$ cat src/rtl/seg_pipe_adder_pkg.sv
// Segment geometry helpers shared by the segmented pipelined adder and its stages.
package seg_pipe_adder_pkg;

    function automatic int nseg(input int width, input int seg_width);
        return (width + seg_width - 1) / seg_width;
    endfunction

    function automatic int seg_lo(input int k, input int seg_width);
        return k * seg_width;
    endfunction

    // The last segment absorbs whatever is left once the full segments are taken.
    function automatic int seg_w(input int k, input int width, input int seg_width);
        return (k == nseg(width, seg_width) - 1) ? width - k * seg_width : seg_width;
    endfunction

endpackage

$ cat src/rtl/seg_pipe_adder_stage.sv
// One pipeline stage: resolves segment K of the sum and registers it with the
// carry, the valid bit and the operands still needed by later stages.
module seg_pipe_adder_stage
    import seg_pipe_adder_pkg::*;
#(
    parameter int WIDTH     = 13,
    parameter int SEG_WIDTH = 4,
    parameter int K         = 0
) (
    input  logic             clk,
    input  logic             rst,
    input  logic             valid_up,
    input  logic             load_dn,
    input  logic [WIDTH-1:0] a_up,
    input  logic [WIDTH-1:0] b_up,
    input  logic [WIDTH-1:0] sum_up,
    input  logic             carry_up,
    output logic             valid,
    output logic             load,
    output logic [WIDTH-1:0] a_hold,
    output logic [WIDTH-1:0] b_hold,
    output logic [WIDTH-1:0] sum,
    output logic             carry
);

    localparam int LO = seg_lo(K, SEG_WIDTH);
    localparam int SW = seg_w(K, WIDTH, SEG_WIDTH);

    logic             valid_reg;
    logic             carry_reg;
    logic [WIDTH-1:0] a_reg;
    logic [WIDTH-1:0] b_reg;
    logic [WIDTH-1:0] sum_reg;
    logic [SW:0]      seg_sum;
    logic [WIDTH-1:0] sum_next;

    always_comb begin
        seg_sum  = {1'b0, a_up[LO +: SW]} + {1'b0, b_up[LO +: SW]} + {{SW{1'b0}}, carry_up};
        sum_next = sum_up;
        sum_next[LO +: SW] = seg_sum[SW-1:0];
    end

    // An empty stage always loads, which is what lets bubbles collapse under a stall.
    assign load = !valid_reg || load_dn;

    always_ff @(posedge clk or posedge rst) begin
        if (rst) begin
            valid_reg <= 1'b0;
            carry_reg <= 1'b0;
            a_reg     <= '0;
            b_reg     <= '0;
            sum_reg   <= '0;
        end else if (load) begin
            valid_reg <= valid_up;
            if (valid_up) begin
                carry_reg <= seg_sum[SW];
                a_reg     <= a_up;
                b_reg     <= b_up;
                sum_reg   <= sum_next;
            end
        end
    end

    assign valid  = valid_reg;
    assign carry  = carry_reg;
    assign a_hold = a_reg;
    assign b_hold = b_reg;
    assign sum    = sum_reg;

endmodule

$ cat src/rtl/seg_pipe_adder.sv
// Pipelined segmented adder/subtractor with valid/ready flow control.
// Optional signed-overflow output enabled by SEG_PIPE_ADDER_OVF_DETECT_EN.
module seg_pipe_adder
    import seg_pipe_adder_pkg::*;
#(
    parameter int WIDTH     = 13,
    parameter int SEG_WIDTH = 4
) (
    input  logic             clk,
    input  logic             rst,
    input  logic             in_valid,
    output logic             in_ready,
    input  logic [WIDTH-1:0] a,
    input  logic [WIDTH-1:0] b,
    input  logic             cin,
    input  logic             sub,
    output logic             out_valid,
    input  logic             out_ready,
    output logic [WIDTH-1:0] s,
    output logic             cout
`ifdef SEG_PIPE_ADDER_OVF_DETECT_EN
    ,
    output logic             ovf
`endif
);

    localparam int NSEG = nseg(WIDTH, SEG_WIDTH);

    logic [NSEG:0]    valid_chain;
    logic [NSEG:0]    load_chain;
    logic [NSEG:0]    carry_chain;
    logic [WIDTH-1:0] a_chain   [0:NSEG];
    logic [WIDTH-1:0] b_chain   [0:NSEG];
    logic [WIDTH-1:0] sum_chain [0:NSEG];
    logic [WIDTH-1:0] a_unused;
    logic [WIDTH-1:0] b_unused;

    // Subtraction is a + ~b + ~cin, so the borrow-in becomes an inverted carry-in.
    assign valid_chain[0] = in_valid;
    assign carry_chain[0] = sub ? ~cin : cin;
    assign a_chain[0]     = a;
    assign b_chain[0]     = sub ? ~b : b;
    assign sum_chain[0]   = '0;
    assign load_chain[NSEG] = out_ready;

    for (genvar gi = 0; gi < NSEG; gi++) begin : g_stage
        seg_pipe_adder_stage #(
            .WIDTH     (WIDTH),
            .SEG_WIDTH (SEG_WIDTH),
            .K         (gi)
        ) u_stage (
            .clk      (clk),
            .rst      (rst),
            .valid_up (valid_chain[gi]),
            .load_dn  (load_chain[gi+1]),
            .a_up     (a_chain[gi]),
            .b_up     (b_chain[gi]),
            .sum_up   (sum_chain[gi]),
            .carry_up (carry_chain[gi]),
            .valid    (valid_chain[gi+1]),
            .load     (load_chain[gi]),
            .a_hold   (a_chain[gi+1]),
            .b_hold   (b_chain[gi+1]),
            .sum      (sum_chain[gi+1]),
            .carry    (carry_chain[gi+1])
        );
    end

    assign in_ready  = load_chain[0];
    assign out_valid = valid_chain[NSEG];
    assign s         = sum_chain[NSEG];
    assign cout      = carry_chain[NSEG];

    // Operands leaving the last stage are only needed for their MSBs.
    assign a_unused = a_chain[NSEG];
    assign b_unused = b_chain[NSEG];

`ifdef SEG_PIPE_ADDER_OVF_DETECT_EN
    assign ovf = (a_chain[NSEG][WIDTH-1] == b_chain[NSEG][WIDTH-1])
              && (s[WIDTH-1] != a_chain[NSEG][WIDTH-1]);
`endif

endmodule

$ cat config.mk
export PLATFORM = sky130hd
export DESIGN_NAME = seg_pipe_adder
export DESIGN_NICKNAME = d
export VERILOG_FILES = /design/src/rtl/seg_pipe_adder_pkg.sv /design/src/rtl/seg_pipe_adder_stage.sv /design/src/rtl/seg_pipe_adder.sv
export SDC_FILE = /design/constraint.sdc
export NUM_CORES = 1
export LEC_CHECK = 0
export BUFFER_PORTS_ARGS = -buffer_cell sky130_fd_sc_hd__buf_2
export CORE_UTILIZATION = 45
export DETAILED_ROUTE_END_ITERATION = 12
export PLACE_DENSITY = 0.65
export SLEW_MARGIN = 20
export SYNTH_ARGS = -nofsm -noshare
export SYNTH_HDL_FRONTEND = slang
export SYNTH_SLANG_ARGS = --single-unit
export TNS_END_PERCENT = 30
$ cat constraint.sdc
create_clock -name clk -period 3.17 [get_ports clk]
set_input_delay 0.634 -clock clk [delete_from_list [all_inputs] [get_ports clk]]
set_output_delay 0.634 -clock clk [all_outputs]
set_load 0.005 [all_outputs]
## After elaboration in Yosys (flattened, before gate mapping)

Index checks and enable logic that the tools add are counted.

- Register bits after elaboration: 123
- Latch bits: 0
- Bits in writable memories: 0
- ROM bits: 0
- Output and inout bits: 16
- Logic and storage cells: 42
- Memories kept: 0

- Add/subtract/negate cells: 8
- Multiply operators: 0
- Div/mod/pow operators: 0
- Order comparisons: 0
- Equal/unequal tests: 0
- Shifts and indexed selects: 0
- Muxes and demuxes: 2
- Bitwise gates (word level): 2
- Reduce and logical (&&, ||, !) cells: 12

Operator list:

| kind | number |
|---|---|
| $add A4 B4 Y5 | 3 |
| $add A5 B1 Y5 | 3 |
| $mux W13 | 1 |
| $not A13 Y13 | 1 |
| $reduce_and A2 Y1 | 4 |
| $logic_not A1 Y1 | 4 |
| $logic_or A1 B1 Y1 | 4 |
| $add A1 B1 Y2 | 1 |
| $add A2 B1 Y2 | 1 |
| $mux W1 | 1 |
| $not A1 Y1 | 1 |

## Logic depth before layout (Yosys ltp)

- Word-level depth: 6
- Depth in mapped cells: 9
- Mapped depth without buffers: 7

## Cells and area by module

From an unflattened synthesis, not the netlist that was laid out.

- Cells, all modules: 441
- Area total of the unflattened synthesis: 7,300.8 sq um

Modules (own cells, without submodules):

| module | instances | cells each | area each (sq um) |
|---|---|---|---|
| seg_pipe_adder_stage at g_stage[1].u_stage ... | 2 | 113 | 1,843.0 |
| seg_pipe_adder_stage at g_stage[0].u_stage | 1 | 108 | 1,730.4 |
| seg_pipe_adder_stage at g_stage[3].u_stage | 1 | 90 | 1,726.7 |
| seg_pipe_adder | 1 | 17 | 157.7 |

## Least setup slack after synthesis

Ideal clock, no wire load.

- Path type: input to register
- Start: in sub
- End: reg g_stage[0].u_stage.carry_reg
- Setup time: 0.127 ns
- Arrival: 2.289 ns
- Data required time: 3.043 ns
- Slack: 0.754 ns
- Cell stages on the path: 9
- Cells stage by stage: buf_2 > buf_2 > xnor2_1 > fa_1 > inv_1 > fa_1 > a21o_1 > a211oi_1 > a21oi_1

- Longest elaborated chain between the ends: 3
- Elaborated cells on any way between the ends: 4

RTL lines:

| item | RTL line | source |
|---|---|---|
| start: declaration | seg_pipe_adder.sv:16 | `input logic sub,` |
| $mux W13 | seg_pipe_adder.sv:42 | `assign b_chain[0] = sub ? ~b : b;` |
| $add A4 B4 Y5 | seg_pipe_adder_stage.sv:38 | `seg_sum = {1'b0, a_up[LO +: SW]} + {1'b0, b_up[LO +: SW]} + {{SW{1'b0}}, carry_up};` |
| $add A5 B1 Y5 (*) | seg_pipe_adder_stage.sv:38 |  |
| end signal: assignment | seg_pipe_adder_stage.sv:56 | `carry_reg <= seg_sum[SW];` |
| end: declaration | seg_pipe_adder_stage.sv:30 | `logic carry_reg;` |

Every way passes the cells marked *; elsewhere a longest branch is shown, timed or not.
A chain may end at the register's enable or synchronous reset.

## Worst setup path in the final report

Same ends and word-level chain as after synthesis.

==> summary.txt <==
Placement
  – GP Congestion: 0.773
  – Pre-CTS setup slack: 0.697 ns
  – IO buf count: 47
  – Area of placed instances: 0.00367 mm2
  – Placed cells: 387
  – Post-DP HPWL: about 3700 um

Final layout
  – Syn-to-layout area delta: 15.5%
  – Layout fillers: 659
  – Non-Filler Instances: 403
  – Register Area: 0.00188 mm2
  – Area of the multi-input gates: 0.00137 mm2
  – Commonest non-fill, non-tap cell in the layout: dfrtp_1
  – Most frequent cells in the layout: 75 x dfrtp_1, 47 x buf_2, 46 x mux2_2
  – Inserted Diodes: 0
  – Layout cells sized above 1: 0.401
  – Nets@finish: between 300 and 400
  – Max reg flops: 37
  – Fin util: 0.536
  – Finished layout cell area: 0.00387 mm2

Worst setup path
  – Crit path required time: 3.39 ns
  – CP startpoint kind: input pin
  – CP Class: in -> reg
  – Crit end category: flop
  – CP Data Arrival Time: 2.34 ns
  – Register-to-Register Path Depth: 5
  – Max FO, Critical Path: 14

Min path
  – Cell count of the worst hold path: 2
  – Min-delay worst type: reg -> reg

Clocking
  – Root Buffer: clkbuf_8
  – # Post-CTS Setup Buffers: 0
  – Max clock buf depth: 2
  – Total CTS buffers: 9
  – H-Tree Depth: 3
  – Clock sinks: 75
  – CTS tree: done
  – Hold buffers post-CTS: 0
  – Post-cts resize count: 0
  – Clock Latency Late Sink: 0.34 ns
  – Clock edge transition at the registers on the reported setup and hold paths: roughly 0.07 ns

STA
  – Final hold vios: 0
  – Relative slew slack: 0.383
  – Max-slew violations: 0
  – Min Tclk post-route: 2.11 ns
  – Skew final: 0.00968 ns
  – Hold slack: just under 0.5 ns
  – Final setup vio count: 0
  – Fmax achieved: 473 MHz
  – Worst-Margin Slew: ~0.93 ns
  – Fin crit share: 0.667
  – PnR worst setup slack: 1.06 ns
  – RSZ-0062 raised after global routing: false
  – Final setup TNS: 0 ns

Floorplanning
  – Die Y: 88.3 um
  – I/O Pins: 48
  – Row Count: 31
  – Die area: 0.00780 mm2
  – Initial core utilization: 0.464
  – Die X: ~88 um
  – CORE AREA: 0.00721 mm2

Synth
  – Syn_area_per_cell: around 14 um2
  – Unique masters post-synth: 27
  – Synth warn: 0
  – Mapped Cells: between 200 and 250
  – Largest family of logic cells by synthesized area: multiplexers
  – Compound-Gate Fraction of Synth Area: 0.0601
  – Yosys reg bits: between 70 and 80
  – Sequential share of the synthesized area: 0.560
  – Synth Area in XOR/XNOR: 0.0497
  – Multiplexer area fraction after synthesis: 0.173
  – Syn_nets: just under 300
  – Simple-gate share of the synthesized area: 0.0515
  – Adder-Cell Fraction of Synth Area: 0.0754
  – Post-Syn Area: 0.00335 mm2

Routing
  – Vias after detailed routing: 1937
  – DRT iter0 DRCs: roughly 80
  – WL met3: 171 um
  – Vias per cell: 4.81
  – DRC: 0
  – WL final: 5240 um
  – Antenna-violating nets left: 0
  – Top layer in use: met4
  – Drt wl/cell: 13.0 um
  – WL met1: 2490 um
  – DR WL met2: 2460 um
  – DR pass1 iterations: 4

Global routing
  – Tot GR Track Use: 0.153
  – GR Overflow Total: 0
  – Antenna violations before repair: 0
  – Vias in the first global route: between 1500 and 2000
  – Largest net degree at the start of global routing: 76
  – First-pass GRT wire length: 8850 um

Power and ir drop
  – Worst IR Drop VDD: around 230 uV
  – Total Power: 2.98 mW
  – Pwr dens: 770 mW/mm2
  – Leak: 1.82 nW

Flow run
  – Max Cap Viol: 0

Status
  – Outcome: finished, final reports clean
[layout make-up]
cell class                 count  area share
timing repair buffer          50      0.0666
clock buffer                  10      0.0356
multi-input combinational    153       0.354
clock inverter                 6      0.0165
tap                           99      0.0320
inverter                      10     0.00970
sequential                    75       0.485
[power by group]
part	leakage, nW	total [mW]	internal [mW]	switching (mW)
clock network	0.0987	0.732	0.385	0.347
registers	0.894	1.46	1.29	0.169
logic	0.824	0.791	0.460	0.331
total	1.82	2.98	2.13	0.847
[final timing paths]
kind,startpoint,end,slack (ns)
max in group asynchronous,rst,g_stage[1].u_stage.b_hold[10],2.01
max reg2reg,g_stage[1].u_stage.a_hold[8],g_stage[2].u_stage.carry,1.37
max,sub,g_stage[0].u_stage.carry,1.06
min,g_stage[0].u_stage.sum[0],g_stage[0].u_stage.sum[0],0.48
min in group asynchronous,rst,g_stage[3].u_stage.sum[4],0.55
min reg2reg,g_stage[0].u_stage.sum[0],g_stage[0].u_stage.sum[0],0.48
[metal layers]
layer,GRT usage,vias to the layer above
li1,-,943
met1,0.196,943
met2,0.241,40
met3,0.0280,11
met4,0.0968,0
met5,0,-
[critical path, stage by stage]
cell and delay, ns:
buf_2 0.33, xnor2_1 0.20, fa_1 0.24, inv_1 0.06
fa_1 0.39, a21o_1 0.19, a211oi_1 0.23, a21oi_1 0.06
[kinds of logic (layout without fill, tap and decap cells)]
kind of cell	count (synthesis)	count (layout)
flops	75	75
mux	50	50
compound gates	34	34
simple gates	34	34
xor+xnor	19	19
buf+inv	19	76
fa+ha+maj	16	16
[Yosys cell counts (all sizes together)]
cell type,count,area share
a21oi,7,0.010
xor2,7,0.018
o21a,2,0.0045
or2,1,0.0019
nand2,23,0.027
nor3,1,0.0015
fa,7,0.042
ha,9,0.034
nand2b,4,0.0075
nor2,2,0.0022
o31ai,1,0.0022
dfrtp,75,0.56
xnor2,12,0.031
nand4b,1,0.0071
a211oi,1,0.0022
a21o,4,0.0090
inv,10,0.011
mux2,50,0.17
nor2b,1,0.0019
nand3b,1,0.0022
buf,9,0.019
o21ai,19,0.032
(Power assumes the default switching activity.)
